File: config.mk
export PLATFORM = sky130hd
export DESIGN_NAME = hilo_mul_unit
export DESIGN_NICKNAME = d
export VERILOG_FILES = /design/src/rtl/hilo_mul_unit.sv
export SDC_FILE = /design/constraint.sdc
export NUM_CORES = 1
export LEC_CHECK = 0
export CAP_MARGIN = 20
export CELL_PAD_IN_SITES_DETAIL_PLACEMENT = 0
export CELL_PAD_IN_SITES_GLOBAL_PLACEMENT = 2
export CORE_ASPECT_RATIO = 1.2
export CORE_UTILIZATION = 35
export CTS_BUF_LIST = sky130_fd_sc_hd__clkbuf_8
export DETAILED_ROUTE_END_ITERATION = 8
export GPL_TIMING_DRIVEN = 0
export PLACE_DENSITY = 0.78
export SYNTH_ARGS = -nofsm -noshare
export SYNTH_HDL_FRONTEND = slang
export SYNTH_SLANG_ARGS = --single-unit
File: constraint.sdc
create_clock -name clk -period 6.86 [get_ports clk]
set_clock_uncertainty 0.05 [all_clocks]
set_input_delay 1.029 -clock clk [delete_from_list [all_inputs] [get_ports clk]]
set_output_delay 1.029 -clock clk [all_outputs]
set_load 0.01 [all_outputs]
File: src/rtl/hilo_mul_unit.sv
// rtl/hilo_mul_unit.sv - multi-cycle signed multiplier with HI/LO pair (optional HILO_MULTU_EN adds multu)
module hilo_mul_unit #(
    parameter int WIDTH = 32
) (
    input  logic             clk,
    input  logic             rst,
    input  logic             mult,
`ifdef HILO_MULTU_EN
    input  logic             multu,
`endif
    input  logic             mfhi,
    input  logic             mflo,
    input  logic             mthi,
    input  logic             mtlo,
    input  logic [WIDTH-1:0] a,
    input  logic [WIDTH-1:0] b,
    output logic [WIDTH-1:0] hilo_out,
    output logic             busy,
    output logic             stall
);

    localparam int CW = $clog2(WIDTH);

    typedef enum logic [1:0] {S_IDLE, S_RUN, S_FIX} state_e;

    state_e             state_q;
    logic [CW-1:0]      cnt_q;
    logic [2*WIDTH-1:0] acc_q;
    logic [2*WIDTH-1:0] mcand_q;
    logic [WIDTH-1:0]   mplier_q;
    logic [WIDTH-1:0]   hi_q;
    logic [WIDTH-1:0]   lo_q;
    logic               neg_q;

    logic               start_d;
    logic               uns_d;
    logic               neg_d;
    logic               any_op_d;
    logic [WIDTH-1:0]   mag_a_d;
    logic [WIDTH-1:0]   mag_b_d;
    logic [2*WIDTH-1:0] acc_d;
    logic [2*WIDTH-1:0] product_d;

`ifdef HILO_MULTU_EN
    assign start_d  = mult | multu;
    assign uns_d    = multu & ~mult;
    assign any_op_d = mult | multu | mfhi | mflo | mthi | mtlo;
`else
    assign start_d  = mult;
    assign uns_d    = 1'b0;
    assign any_op_d = mult | mfhi | mflo | mthi | mtlo;
`endif

    // Magnitudes are unsigned WIDTH bits, so the most negative operand maps onto itself exactly.
    assign mag_a_d   = (a[WIDTH-1] & ~uns_d) ? -a : a;
    assign mag_b_d   = (b[WIDTH-1] & ~uns_d) ? -b : b;
    assign neg_d     = ~uns_d & (a[WIDTH-1] ^ b[WIDTH-1]);
    assign acc_d     = mplier_q[0] ? acc_q + mcand_q : acc_q;
    assign product_d = neg_q ? -acc_q : acc_q;

    assign busy     = (state_q != S_IDLE);
    assign stall    = busy & any_op_d;
    assign hilo_out = mfhi ? hi_q : lo_q;

    always_ff @(posedge clk or posedge rst) begin
        if (rst) begin
            state_q  <= S_IDLE;
            cnt_q    <= '0;
            acc_q    <= '0;
            mcand_q  <= '0;
            mplier_q <= '0;
            hi_q     <= '0;
            lo_q     <= '0;
            neg_q    <= 1'b0;
        end else begin
            case (state_q)
                S_IDLE: begin
                    if (start_d) begin
                        mcand_q  <= {{WIDTH{1'b0}}, mag_a_d};
                        mplier_q <= mag_b_d;
                        neg_q    <= neg_d;
                        acc_q    <= '0;
                        cnt_q    <= '0;
                        state_q  <= S_RUN;
                    end else if (mthi) begin
                        hi_q <= a;
                    end else if (mtlo) begin
                        lo_q <= a;
                    end
                end
                S_RUN: begin
                    acc_q    <= acc_d;
                    mcand_q  <= mcand_q << 1;
                    mplier_q <= mplier_q >> 1;
                    cnt_q    <= cnt_q + CW'(1);
                    if (cnt_q == CW'(WIDTH - 1)) begin
                        state_q <= S_FIX;
                    end
                end
                S_FIX: begin
                    hi_q    <= product_d[2*WIDTH-1:WIDTH];
                    lo_q    <= product_d[WIDTH-1:0];
                    state_q <= S_IDLE;
                end
                default: state_q <= S_IDLE;
            endcase
        end
    end

endmodule
# Word-level counts from Yosys, hierarchy flattened
# Index checks and enable logic that the tools add are counted.
[totals]
reg_bits = 232
inputBits = 71
output_inout_bits = 34
elab_cells = 62
[classes]
addsub = 5
eq_ne = 10
mux = 23
bitwise = 6
reduce_logical = 10
[ops]
columns = ["operator", "n"]
rows = [
  ["32-bit 2-to-1 mux", 9],
  ["64-bit 2-to-1 mux", 4],
  ["64-bit one-hot mux with 2 select lines", 2],
  ["32-bit one-hot mux with 2 select lines", 3],
  ["64-bit adder", 1],
  ["32-bit negation", 2],
  ["64-bit negation", 1],
  ["2-bit inequality test, second input constant", 7],
  ["5-bit one-hot mux with 2 select lines", 1],
  ["2-bit AND reduction", 3],
  ["3-bit AND reduction", 2],
  ["2-bit nonzero test", 3],
  ["5-bit by 1-bit adder with 5-bit output, second input constant", 1],
  ["5-bit == test, second input constant", 1],
  ["5-bit 2-to-1 mux", 1],
  ["2-bit 2-to-1 mux", 2],
  ["1-bit bitwise OR", 4],
  ["2-bit one-hot mux with 2 select lines", 1],
  ["4-bit AND reduction", 1],
  ["2-bit by 1-bit == test with 1-bit output, second input constant", 1],
  ["2-bit == test, second input constant", 1],
  ["2-bit zero test", 1],
  ["1-bit bitwise AND", 1],
  ["1-bit bitwise XOR", 1],
]

# Logic depth before layout (Yosys ltp)
# Gate-level depths: netlist of run 1.
[depth]
word_depth = 5
ltp_mapped = 13
depth_no_buf = 13

# Worst setup path before layout of run 1
# Ideal clock, no wire load.
[synth_path]
path_kind = "input to register"
startpoint = "input port a[6]"
endpoint = "register mcand_q[29]"
setup_ns = 0.129
t_arrival_ns = 3.297
t_required_ns = 6.681
setup_slack_ns = 3.384
cell_stages = 8
n_path_buf = 0
cell_sequence = "or4_1 -> or3_1 -> or3_1 -> nand2b_1 -> or3_1 -> o41ai_2 -> xor2_1 -> o21ai_1"
[synth_between]
elab_chain_cells = 4
[synth_lines]
columns = ["element", "line_no", "source"]
rows = [
  ["start: declaration", "15", "input logic [WIDTH-1:0] a,"],
  ["32-bit negation", "55", "assign mag_a_d = (a[WIDTH-1] & ~uns_d) ? -a : a;"],
  ["32-bit 2-to-1 mux", "55", ""],
  ["64-bit 2-to-1 mux", "78", "if (start_d) begin"],
  ["64-bit one-hot mux with 2 select lines", "76", "case (state_q)"],
  ["end signal: assignment", "79", "mcand_q <= {{WIDTH{1'b0}}, mag_a_d};"],
  ["end signal: assignment", "93", "mcand_q <= mcand_q << 1;"],
  ["end: declaration", "29", "logic [2*WIDTH-1:0] mcand_q;"],
]
# Every way passes these cells. The select of a mux whose other input is x is not followed.
# A chain may end at the register's enable or synchronous reset.

# Worst setup path after layout of run 1
[layout_path]
startpoint = "register acc_q[11]"
endpoint = "register acc_q[60]"
[layout_between]
elab_chain_cells = 3
[layout_lines]
columns = ["element", "line_no", "source"]
rows = [
  ["start: declaration", "28", "logic [2*WIDTH-1:0] acc_q;"],
  ["start signal: assignment", "69", "acc_q <= '0;"],
  ["start signal: assignment", "82", "acc_q <= '0;"],
  ["start signal: assignment", "92", "acc_q <= acc_d;"],
  ["64-bit adder", "58", "assign acc_d = mplier_q[0] ? acc_q + mcand_q : acc_q;"],
  ["64-bit 2-to-1 mux", "58", ""],
  ["64-bit one-hot mux with 2 select lines", "76", ""],
]
# Every way passes these cells. The select of a mux whose other input is x is not followed.

==> results of run 1 <==
Yosys cell counts (7+ instances only):
cell type	n	area [um^2]
sky130_fd_sc_hd__a31oi_1	14	87.6
sky130_fd_sc_hd__nand2_1	274	1030
sky130_fd_sc_hd__mux2i_1	41	410
sky130_fd_sc_hd__or3_1	27	169
sky130_fd_sc_hd__nor2b_1	10	62.6
sky130_fd_sc_hd__a221o_1	7	70.1
sky130_fd_sc_hd__inv_1	25	93.8
sky130_fd_sc_hd__a21oi_1	94	470
sky130_fd_sc_hd__or4_1	8	60.1
sky130_fd_sc_hd__xnor2_1	74	648
sky130_fd_sc_hd__o21ai_0	259	1300
sky130_fd_sc_hd__ha_1	68	851
sky130_fd_sc_hd__o211ai_1	28	210
sky130_fd_sc_hd__o21bai_1	9	67.6
sky130_fd_sc_hd__xor2_1	101	885
sky130_fd_sc_hd__a22oi_1	56	420
sky130_fd_sc_hd__nand2b_1	23	144
sky130_fd_sc_hd__dfrtp_1	232	5810
sky130_fd_sc_hd__and3_1	12	75.1
sky130_fd_sc_hd__clkbuf_1	96	360
sky130_fd_sc_hd__nor4_1	15	93.8
sky130_fd_sc_hd__o31ai_1	41	308
sky130_fd_sc_hd__nor2_1	68	255
sky130_fd_sc_hd__nand3_1	49	245
sky130_fd_sc_hd__o41ai_1	13	114
sky130_fd_sc_hd__a21o_1	34	255
sky130_fd_sc_hd__mux2_2	32	360
sky130_fd_sc_hd__o21ai_1	11	55.1
sky130_fd_sc_hd__o21a_1	7	52.6
sky130_fd_sc_hd__nor3_1	18	90.1
sky130_fd_sc_hd__nand4_1	13	81.3
sky130_fd_sc_hd__a211oi_1	7	52.6
cell usage in the layout, fill, tap and decap left out, types with 11 or more instances in the layout:
cell	count
sky130_fd_sc_hd__nand2_1	274
sky130_fd_sc_hd__o21ai_0	259
sky130_fd_sc_hd__dfrtp_1	232
sky130_fd_sc_hd__clkdlybuf4s50_1	102
sky130_fd_sc_hd__xor2_1	101
sky130_fd_sc_hd__clkbuf_1	96
sky130_fd_sc_hd__a21oi_1	94
sky130_fd_sc_hd__xnor2_1	74
sky130_fd_sc_hd__nor2_1	68
sky130_fd_sc_hd__ha_1	68
sky130_fd_sc_hd__a22oi_1	56
sky130_fd_sc_hd__clkbuf_8	54
sky130_fd_sc_hd__nand3_1	49
sky130_fd_sc_hd__mux2i_1	41
sky130_fd_sc_hd__o31ai_1	41
sky130_fd_sc_hd__inv_1	38
sky130_fd_sc_hd__a21o_1	34
sky130_fd_sc_hd__mux2_2	32
sky130_fd_sc_hd__o211ai_1	28
sky130_fd_sc_hd__or3_1	27
sky130_fd_sc_hd__nand2b_1	23
sky130_fd_sc_hd__nor3_1	18
sky130_fd_sc_hd__nor4_1	15
sky130_fd_sc_hd__a31oi_1	14
sky130_fd_sc_hd__nand4_1	13
sky130_fd_sc_hd__o41ai_1	13
sky130_fd_sc_hd__and3_1	12
sky130_fd_sc_hd__o21ai_1	11
cell families (layout without fill, tap and decap cells):
| group | after synthesis | count (layout) | share of synthesized area (%) |
|---|---|---|---|
| compound gates | 613 | 613 | 23.8 |
| simple gates | 553 | 553 | 16.7 |
| flops | 232 | 232 | 36.5 |
| xor+xnor | 175 | 175 | 9.65 |
| buf+inv | 127 | 311 | 3.00 |
| mux | 73 | 73 | 4.85 |
| fa+ha+maj | 69 | 69 | 5.48 |
| other cells | 0 | 1 | 0 |
final timing paths:
| path | start | to | cells past startpoint | slack, ps |
|---|---|---|---|---|
| max | acc_q[11] | acc_q[60] | 11 | 2060 |
| min | cnt_q[3] | cnt_q[3] | 1 | 430 |
| max reg2reg | acc_q[11] | acc_q[60] | 11 | 2060 |
| min reg2reg | cnt_q[3] | cnt_q[3] | 1 | 430 |
| max in group asynchronous | rst | mcand_q[38] | 5 | 4790 |
| min in group asynchronous | rst | mcand_q[5] | 2 | 790 |
worst reg2reg max path, cell delays in order, from the launching register on:
cell	delay, ps
sky130_fd_sc_hd__dfrtp_1	460
sky130_fd_sc_hd__ha_1	320
sky130_fd_sc_hd__clkbuf_1	260
sky130_fd_sc_hd__a21oi_1	310
sky130_fd_sc_hd__o21ai_0	340
sky130_fd_sc_hd__a31oi_1	710
sky130_fd_sc_hd__o31ai_1	310
sky130_fd_sc_hd__a31oi_1	500
sky130_fd_sc_hd__o21ai_0	440
sky130_fd_sc_hd__a311oi_1	640
sky130_fd_sc_hd__mux2i_1	250
sky130_fd_sc_hd__nand3_1	80
layout make-up:
| type | instances | share of cell area (%) |
|---|---|---|
| clock buffers | 54 | 3.99 |
| repair buffers | 109 | 6.16 |
| diodes | 1 | 0.0134 |
| clock inverters | 21 | 0.483 |
| well taps | 609 | 4.09 |
| inverters | 25 | 0.524 |
| multi-input cells | 1483 | 51.5 |
| flip-flops and latches | 232 | 31.1 |
| plain buffers | 102 | 2.05 |
per-stage QoR:
stage	setup slack [ps]	std cells	hold slack, ps	instance area, um^2	total power, mW
global placement	719	2553	429	17700	7.17
finish	2060	2636	434	18600	8.58
global route	1960	2636	455	18600	9.26
floorplan	2750	1842	399	15900	5.56
detailed placement	2180	2560	428	17800	7.23
CTS	2170	2635	438	18600	8.61
state kept, by name (all words and copies together) (netlist names):
signal,cells
hi_q,32
state_q,2
mcand_q,64
mplier_q,32
cnt_q,5
acc_q,64
neg_q,1
lo_q,32
per-layer routing:
metal | GRT usage (%) | up-vias | share of wire (%)
met3 | 3.81 | 117 | 4.6
met4 | 11.9 | 0 | 4.7
met5 | 0 | - | 0
met2 | 42.2 | 371 | 47
li1 | - | 7009 | -
met1 | 33.1 | 7107 | 43
report_power, final:
part           internal (mW)  total [mW]  leakage (nW)  switching [mW]
sequential              1.97        2.64          2.91           0.674
clock                  0.704        1.34         0.486           0.641
combinational           1.82        4.60          4.20            2.78
==> impl_metrics.yaml, run 1 <==
sta:
  worst_slew_margin_rel_pct: 24.1
  finalSetupViolations: 0
  rsz0062_at_grt: "false"
  hold_viol: 0
  final_period_minus_worst_setup_slack_ps: 4800
  setup_tns_ps: 0
  timing_max_transition_violations_final: 0
  tightestPinTransition_ps: 1140
  fin_crit_sh_pct: 69.9
  clock.fmax_mhz: 208
synthesis:
  postSynthNetCount: 1982
  synth_enable_flop_cells: 0
  synth-main-ff-cell: "sky130_fd_sc_hd__dfrtp_1"
  register_bit_count_reported_by_yosys: 232
  seq_area_frac_synth_pct: 36.5
  postSynthCellCount: 1842
  post_synth_instance_area_um2: 15900
  yosys_warnings: 0
  async_s_r_ff_share_synth_pct: 100
  synth.distinct_cells: 73
  mean_instance_size_in_the_synthesized_netlist_um2: 8.62
finish:
  finalCoreUtilization_pct: 41.6
  fin_nets: 2136
  areaGrowthSynthToFinish_pct: 17.4
  final_layout_size_suffix_gt1_share_pct: 6.47
  multi_input_area_um2: 9610
  fillers: 4584
  ff_latch_area_um2: 5810
clocking:
  cts-root-buf: "sky130_fd_sc_hd__clkbuf_8"
  worst_setup_hold_path_clk_slew_ps: 60
  cts.repair.resized: 0
  cts_made_buffers: 43
  cts_tree: "done"
  clock_latency_ps: 620
  clockBufferDepth: 3
  clock_sinks: 232
  hold_buffers: 0
  cts_setup_buffers: 0
  htreeDepth: 2
placement:
  dpl.hpwl_mm: 45.7
  place_congestion: 0.978
  buffer_ports.inserted: 102
setup_path:
  timing.critical_path.to_type: "register"
  timing.critical_path.cells: "ha_1 -> clkbuf_1 -> a21oi_1 -> o21ai_0 -> a31oi_1 -> o31ai_1 -> a31oi_1 -> o21ai_0 -> a311oi_1 -> mux2i_1 -> nand3_1"
  timing.critical_path.slowest_cell_delay_ps: 710
  path_buf_inv: 1
  crit_path_max_fanout: 8
  worstSetupPathType: "reg2reg"
  critical_path.slowest_cell: "sky130_fd_sc_hd__a31oi_1"
  worst_setup_path_start_kind: "register"
  critical_path.top_delay_family: "compound AO/OA/AOI/OAI gates"
  critPathArrivalTime_ps: 5240
  critical_path_required_ps: 7310
grt:
  first_pass_grt_wire_length_mm: 90.1
  grt_max_degree: 42
  grt_util_all_layers_pct: 25.7
  grt_antenna_before_repair: 1
  vias_in_the_first_global_route: 14600
  globalRoute.totalOverflow: 0
route:
  dr.pass1.iters: 5
  detail_route.vias_per_cell: 5.54
  drt-wirelength-per-cell_um: 22.3
  drcViolationCount: 0
  wirelength_mm: 58.7
  postRouteAntennaNets: 0
  initial_drc_count: 896
  dr_total_vias: 14600
power:
  vdd.ir_drop.worst_v: 0.000144
  powerDensity_nw_per_um2: 460
  p_leak_nw: 7.60
min_path:
  worst_min_delay_path_class: "reg2reg"
floorplan:
  start_util_pct: 35.5
  row_count: 85
  die_width_um: 196
  die_y_um: 235
  core_area_um2: 44800
  ioPinCount: 105
  design.die.area_um2: 46200
run:
  max_cap_violations: 0
status:
  run_status: "finished, final reports clean"
No activity file was read; power rests on OpenSTA's default activity.
==> run 2: changes to the inputs <==
PLACE_DENSITY = 0.75   (was 0.78)
clock period = 4.49 ns   (was 6.86 ns; I/O delays follow)
==> impl_metrics.yaml, run 2 (same netlist as run 1, synthesis figures left out) <==
sta:
  finalSetupViolations: 0
  timing_max_transition_violations_final: 0
  final_period_minus_worst_setup_slack_ps: 4250
  hold_viol: 0
  rsz0062_at_grt: "false"
  clock.fmax_mhz: 235
  worst_slew_margin_rel_pct: 35.6
  tightestPinTransition_ps: 966
  fin_crit_sh_pct: 94.6
  layout_setup_ws_ps: 241
clocking:
  cts-root-buf: "sky130_fd_sc_hd__clkbuf_8"
  hold_buffers: 0
  clock_sinks: 232
  clock_latency_ps: 640
  worst_setup_hold_path_clk_slew_ps: 60
  clockBufferDepth: 3
  cts_tree: "done"
  htreeDepth: 2
  cts_made_buffers: 45
power:
  p_leak_nw: 7.69
  vdd.ir_drop.worst_v: 0.000224
  powerDensity_nw_per_um2: 722
  design_power_total_mw: 13.7
setup_path:
  critical_path_required_ps: 4950
  worst_setup_path_start_kind: "register"
  crit_path_max_fanout: 8
  timing.critical_path.to_type: "register"
  critPathArrivalTime_ps: 4710
  worstSetupPathType: "reg2reg"
route:
  wirelength_mm: 59.3
  dr.pass1.iters: 7
  drcViolationCount: 0
  postRouteAntennaNets: 0
  dr_total_vias: 14700
  initial_drc_count: 893
  drt-wirelength-per-cell_um: 22.5
  detail_route.vias_per_cell: 5.57
floorplan:
  row_count: 85
  ioPinCount: 105
  design.die.area_um2: 46200
  start_util_pct: 35.5
  core_area_um2: 44800
  die_width_um: 196
  die_y_um: 235
finish:
  layout_commonest_cell: "sky130_fd_sc_hd__nand2_1"
  fillers: 4583
  largest_registers_in_the_final_layout: "acc_q x64, mcand_q x64"
  layoutNonFillerInstCount: 2643
  multi_input_area_um2: 9620
  final_layout_size_suffix_gt1_share_pct: 7.28
  areaGrowthSynthToFinish_pct: 19.1
  finalCoreUtilization_pct: 42.3
  most-common-layout-cells: "sky130_fd_sc_hd__nand2_1 (274), sky130_fd_sc_hd__o21ai_0 (257), sky130_fd_sc_hd__dfrtp_1 (232), sky130_fd_sc_hd__clkdlybuf4s50_1 (102), sky130_fd_sc_hd__xor2_1 (101)"
  ff_latch_area_um2: 5810
  fin_nets: 2139
grt:
  vias_in_the_first_global_route: 14700
  globalRoute.totalOverflow: 0
  grt_antenna_before_repair: 2
  grt_max_degree: 42
  first_pass_grt_wire_length_mm: 90.9
  grt_util_all_layers_pct: 26.0
placement:
  dpl.hpwl_mm: 46.4
  place_congestion: 0.965
  buffer_ports.inserted: 102
  dp_worst_setup_slack_ps: -289
  dp_cells: 2561
min_path:
  worst_min_delay_path_class: "in2async"
status:
  run_status: "finished, final reports clean"
run:
  max_cap_violations: 0
[run 2: changes by cell type in the layout (fill, tap and decap cells not counted), moves of 2 or more]
cell,before,now
sky130_fd_sc_hd__inv_1,38,31
sky130_fd_sc_hd__bufinv_16,0,6
sky130_fd_sc_hd__clkbuf_8,54,57
sky130_fd_sc_hd__clkinvlp_4,2,4
sky130_fd_sc_hd__o21ai_0,259,257
[run 2: final timing paths]
path	startpoint	to	slack [ps]	cells after the start
setup / recovery	acc_q[11]	acc_q[60]	240	11
min in group clk	acc_q[63]	acc_q[63]	450	1
setup reg to reg	acc_q[11]	acc_q[60]	240	11
hold reg to reg	acc_q[63]	acc_q[63]	450	1
hold / removal	rst	mcand_q[5]	400	2
max in group asynchronous	rst	mcand_q[30]	2820	5
[run 2: per-stage QoR]
step | hold slack [ps] | instance area (um^2) | setup TNS [ps]
after floorplan | 399 | 15900 | 0
after global placement | 429 | 17700 | -295280
after detailed placement | 434 | 17800 | -726
after CTS | 381 | 18900 | 0
after global routing | 424 | 18900 | 0
final | 396 | 18900 | 0
[run 2: per-layer routing]
metal	GRT usage (%)	up-vias	share of wire [%]
li1	-	7034	-
met1	33.2	7209	43
met2	43.9	390	49
met3	3.88	94	4.9
met4	9.90	2	3.7
met5	0	-	0.022
[run 2: where the power goes]
part | internal, mW | leakage, nW | total (mW) | switching (mW)
registers | 3.01 | 2.91 | 4.03 | 1.03
logic | 2.78 | 4.22 | 7.07 | 4.29
clock network | 1.50 | 0.566 | 2.55 | 1.05
total | 7.29 | 7.69 | 13.7 | 6.36
[run 2: layout make-up]
| cell class | instances | share of cell area [%] |
|---|---|---|
| Clock buffer | 57 | 4.15 |
| Inverter | 25 | 0.516 |
| Sequential cell | 232 | 30.7 |
| Tap cell | 609 | 4.03 |
| Clock inverter | 24 | 1.47 |
| Multi-Input combinational cell | 1483 | 50.9 |
| Timing Repair Buffer | 110 | 6.24 |
| Antenna cell | 1 | 0.0132 |
| Buffer | 102 | 2.02 |
[run 2: what timing repair did]
action	in CTS	in global routing
gates resized for setup	2	3
pin swaps	0	0
buffers inserted	0	0
endpoints found under the setup margin	4	3
[run 2: critical path, cell delays in order (launching register included)]
cell                       delay [ps]
sky130_fd_sc_hd__dfrtp_1          450
sky130_fd_sc_hd__ha_1             310
sky130_fd_sc_hd__clkbuf_1         280
sky130_fd_sc_hd__a21oi_1          330
sky130_fd_sc_hd__o21ai_1          290
sky130_fd_sc_hd__a31oi_2          520
sky130_fd_sc_hd__o31ai_2          220
sky130_fd_sc_hd__a31oi_1          510
sky130_fd_sc_hd__o21ai_2          250
sky130_fd_sc_hd__a311oi_1         580
sky130_fd_sc_hd__mux2i_1          260
sky130_fd_sc_hd__nand3_1           80
==> RTL edit 1 (flow settings as in run 1) <==
The option `HILO_MULTU_EN` is turned on by a define.
--- a/src/rtl/hilo_mul_unit.sv
+++ b/src/rtl/hilo_mul_unit.sv
@@ -1,3 +1,5 @@
 // rtl/hilo_mul_unit.sv - multi-cycle signed multiplier with HI/LO pair (optional HILO_MULTU_EN adds multu)
+`define HILO_MULTU_EN
+
 module hilo_mul_unit #(
     parameter int WIDTH = 32
Interface: changed (added multu); port bits go from 105 to 106. No check against the original RTL was run, so the function may have changed too.
==> RTL edit 1 against run 1 <==
Design area up 2.6%; synthesized cell count increased by 9.3%; synthesized area increased by 2.4%; total power is 15% higher; count of clock-buffer cells in the layout fell by 3; via count up 6.1%; routed wire length up 4.2%; worst hold slack got worse by 0.014 ns; setup slack worse by 0.018 ns; sequential cell count stayed put.
==> RTL edit 1: results (changes against run 1) <==
stage,metric,value,unit,change
hold_path,hold depth,2,,+1
synthesis,post-synthesis mux area share,2.40,%,-2.5 points
place,Post-Place Setup Slack,2.21,ns,+0.0302 ns
global_route,M1 GR Usage,33.8,%,+0.73 points
setup_path,Critical Path AT,5.28,ns,+0.04 ns
synthesis,Synth area leaders,"dfrtp_1 36%, nand2_1 9.1%, xnor2_1 6.1%, ha_1 5.2%, o21ai_0 5.2%",,
synthesis,post-synthesis xor/xnor area fraction,9.74,%,+0.095 points
power_and_ir_drop,Total Power,9.85,mW,+15%
synthesis,adder-cell share of the synthesized area,5.35,%,-0.13 points
layout,nets,2314,,+8.3%
synthesis,register area share after synthesis,35.7,%,-0.86 points
timing,Slew HR,14.7,%,-9.4 points
hold_path,Worst Hold Launch,lo_q[10]$_DFFE_PP0P_,,
status,status,finished clean,,
route,met1 WL,27.0,mm,+5.9%
global_route,first-pass GRT wire length,93.3,mm,+3.5%
layout,Non-Filler Instances,2820,,+7.0%
synthesis,Syn Area/Cell,8.08,um2,-6.3%
route,drt initial violations,1045,,+17%
timing,Fin Hold WS,0.420,ns,-0.0136 ns
power_and_ir_drop,power share of the clock group,14.8,%,-0.9 points
place,gp weighted congestion,0.912,,-6.8%
timing,fin crit period,4.82,ns,+0.0184 ns
hold_path,Hold EP,lo_q[10]$_DFFE_PP0P_,,
layout,ant diodes,0,,-1
global_route,vias in the first global route,15233,,+4.1%
global_route,all-layer global routing usage,26.2,%,+0.47 points
layout,layout cells sized above 1,6.03,%,-0.43 points
synthesis,Yosys top cell area share,35.7,%,-0.86 points
setup_path,R2R Path Start,acc_q[0]$_DFFE_PP0P_,,
global_route,met2 Use GR,44.2,%,+1.9 points
route,routed vias/inst,5.49,,-0.83%
place,placed cell count,2741,,+7.1%
route,met3 WL,2.39,mm,-11%
route,final wirelength,61.1,mm,+4.2%
setup_path,Reg2Reg Setup Slack,2.04,ns,-0.02 ns
route,wire length on met2,29.7,mm,+7.2%
place,Post-DP Area,18200,um2,+2.3%
layout,FILL cells,4785,,+4.4%
place,DP HPWL,48.2,mm,+5.5%
synthesis,top post-synthesis cells by count,"393 x nand2_1, 232 x dfrtp_1, 202 x nor2_1",,
synthesis,Post-Syn Nets,2155,,+8.7%
power_and_ir_drop,Power Density,515,nW/um2,+12%
synthesis,"Distinct cells, synth",69,,-5.5%
synthesis,compound-gate portion of the synthesized area,22.7,%,-1.0 points
power_and_ir_drop,Max rail drop VDD,153,uV,+6.5%
RTL edit 1: cell types whose count changed in the layout (fill, tap and decap cells not counted), moves of 12 or more:
cell	change
nand2_1	+119
xnor2_1	+40
o21bai_1	+12
a22oi_1	-53
o211ai_1	-25
o21ai_0	-90
nor2_1	+134
a31oi_1	+56
o31ai_1	+43
xor2_1	-34
nand3_1	-23
mux2i_1	-38
RTL edit 1: layout make-up:
type / count / share of cell area (%)
multi-input combinational: 1635 / 51.8
sequential: 232 / 30.3
timing repair buffer: 112 / 6.19
tap: 616 / 4.03
clock buffer: 51 / 3.67
buffer: 116 / 2.31
clock inverter: 27 / 1.05
inverter: 31 / 0.628
RTL edit 1: worst max-delay path, stage by stage, from the launching register on:
cell and delay [ns]:
dfrtp_1 0.54, ha_1 0.38, inv_1 0.09, fa_1 0.40, nand2b_1 0.19, a21oi_1 0.20, o21ai_1 0.22, o221ai_1 0.57
a31oi_1 0.36, o21ai_1 0.51, a21boi_0 0.44, o21ai_0 0.45, mux2i_1 0.23, nand2_1 0.06
==> RTL edit 2 (settings of run 1) <==
Without the edit above. Reset style: synchronous (`rst`), changed in one clocked block.
--- a/src/rtl/hilo_mul_unit.sv
+++ b/src/rtl/hilo_mul_unit.sv
@@ -63,5 +63,5 @@
     assign hilo_out = mfhi ? hi_q : lo_q;
 
-    always_ff @(posedge clk or posedge rst) begin
+    always_ff @(posedge clk) begin
         if (rst) begin
             state_q  <= S_IDLE;
Behaviour: differs if rst is asserted again (counterexample within 4 cycles, from zero or initial values and one cycle with rst high); with rst held inactive, the same outputs for 4 cycles.
==> RTL edit 2 against run 1 <==
The run now ends with design-rule violations left; routed wire length grew 6.7%; setup slack gained 0.30 ns; synthesized area shrank 3.2%; sequential share of layout area shrank 5.3 points; design area shrank 3.6%; sequential cell count is the same.
Power is not compared: it rests on default switching activity, and its combinational part moved more than twofold at a synthesized area within 25%.
==> RTL edit 2: results (changes against run 1) <==
stage,metric,value,unit,change
synthesis,Main synth FF type,dfxtp_1,,
layout,Largest regs,"acc_q: 64 flops, mcand_q: 64 flops",,
synthesis,register area share after synthesis,30.2,%,-6.3 points
synthesis,post-synthesis mux area share,2.60,%,-2.2 points
route,drt initial violations,1034,,+15%
synthesis,Post-Syn Nets,2121,,+7.0%
cts,total clock buffers created by CTS,44,,+2.3%
cts,Clock Tree Root,clkbuf_8,,
global_route,first-pass GRT wire length,93.9,mm,+4.2%
synthesis,Syn Area/Cell,7.76,um2,-10%
global_route,all-layer global routing usage,27.6,%,+1.9 points
cts,CTS resizes,0,,unchanged
place,DP HPWL,49.6,mm,+8.5%
status,failing checks,design-rule violations,,
timing,Slew @ Worst Pin,0.925,ns,-0.213 ns
place,placed cell count,2636,,+3.0%
route,DRT Pass-1 Iters,8,,+3
power_and_ir_drop,Total Power,3.41,mW,
cts,setup repair bufs after CTS,0,,unchanged
route,final wirelength,62.6,mm,+6.7%
power_and_ir_drop,LEAKAGE,7.20,nW,
route,DR DRC count,34,,+34
place,gp weighted congestion,0.924,,-5.6%
setup_path,CP max-delay cell,o311ai_1,,
synthesis,compound-gate portion of the synthesized area,28.0,%,+4.3 points
synthesis,Synth area leaders,"dfxtp_1 30%, xor2_1 7.2%, nor2_1 7.2%, a21oi_1 6.6%, ha_1 5.5%",,
setup_path,CP Max Fanout,7,,-1
layout,FILL cells,4549,,-0.76%
setup_path,Critical Path AT,4.95,ns,-0.29 ns
global_route,vias in the first global route,15385,,+5.1%
place,Post-Place Setup Slack,2.19,ns,+0.00852 ns
cts,"CTS clk-pin slew, worst paths",0.07,ns,
layout,nets,2271,,+6.3%
synthesis,"Distinct cells, synth",76,,+4.1%
route,routed vias,15645,,+7.1%
synthesis,adder-cell share of the synthesized area,5.66,%,+0.18 points
setup_path,Slowest Stage Delay on Critical Path,0.78,ns,+0.07 ns
status,status,finished with violations,,
synthesis,asr flop ratio synth,0,%,-100 points
global_route,largest net degree at the start of global routing,12,,-71%
cts,Clock Latency Late Sink,0.62,ns,about the same
layout,layout cells sized above 1,6.20,%,-0.27 points
global_route,initial antenna violation count,6,,+5
synthesis,top post-synthesis cells by count,"294 x nor2_1, 232 x dfxtp_1, 203 x a21oi_1",,
route,routed vias/inst,5.76,,+4.0%
synthesis,post-synthesis xor/xnor area fraction,9.91,%,+0.26 points
==> RTL edit 2: layer usage <==
layer / wire, um / track usage, % / vias to the layer above
li1: - / - / 7515
met1: 26100 / 32.1 / 7527
met2: 30800 / 49.6 / 453
met3: 2900 / 4.38 / 142
met4: 2720 / 12.4 / 8
met5: 55 / 0 / -
==> RTL edit 2: final cells by class <==
type | count | area [um2] | area share (%)
multi-input combinational | 1594 | 10100 | 56.2
sequential | 232 | 4640 | 25.9
timing repair buffer | 104 | 1040 | 5.79
clock buffer | 55 | 757 | 4.21
tap | 552 | 691 | 3.84
buffer | 123 | 526 | 2.92
inverter | 32 | 120 | 0.669
clock inverter | 21 | 95.1 | 0.529
antenna | 2 | 5.00 | 0.0279
==> RTL edit 2: path summary, 6_finish.rpt <==
path,end,startpoint,slack (ns),cells after the start
setup reg to reg,acc_q[60]$_SDFFE_PP0P_,acc_q[12]$_SDFFE_PP0P_,2.36,11
setup / recovery,acc_q[60]$_SDFFE_PP0P_,acc_q[12]$_SDFFE_PP0P_,2.36,11
hold reg to reg,hi_q[21]$_SDFFE_PP0P_,hi_q[21]$_SDFFE_PP0P_,0.41,2
hold / removal,hi_q[21]$_SDFFE_PP0P_,hi_q[21]$_SDFFE_PP0P_,0.41,2
==> RTL edit 2: per-stage QoR <==
stage / area [um2] / util [%]
floorplan: 15400 / -
global placement: 17100 / 39.6
detailed placement: 17100 / 39.7
CTS: 18000 / 41.7
global route: 18000 / 41.7
finish: 18000 / 41.7
==> RTL edit 2: worst register-to-register path: stages (launching register included) <==
cell and delay [ns]:
dfxtp_1 0.53, ha_1 0.37, a21oi_1 0.30, o311a_1 0.21
a21oi_1 0.10, o311ai_1 0.78, a211oi_1 0.30, o31ai_1 0.74
o221ai_1 0.41, a41oi_1 0.37, xor2_1 0.17, o21ai_1 0.07
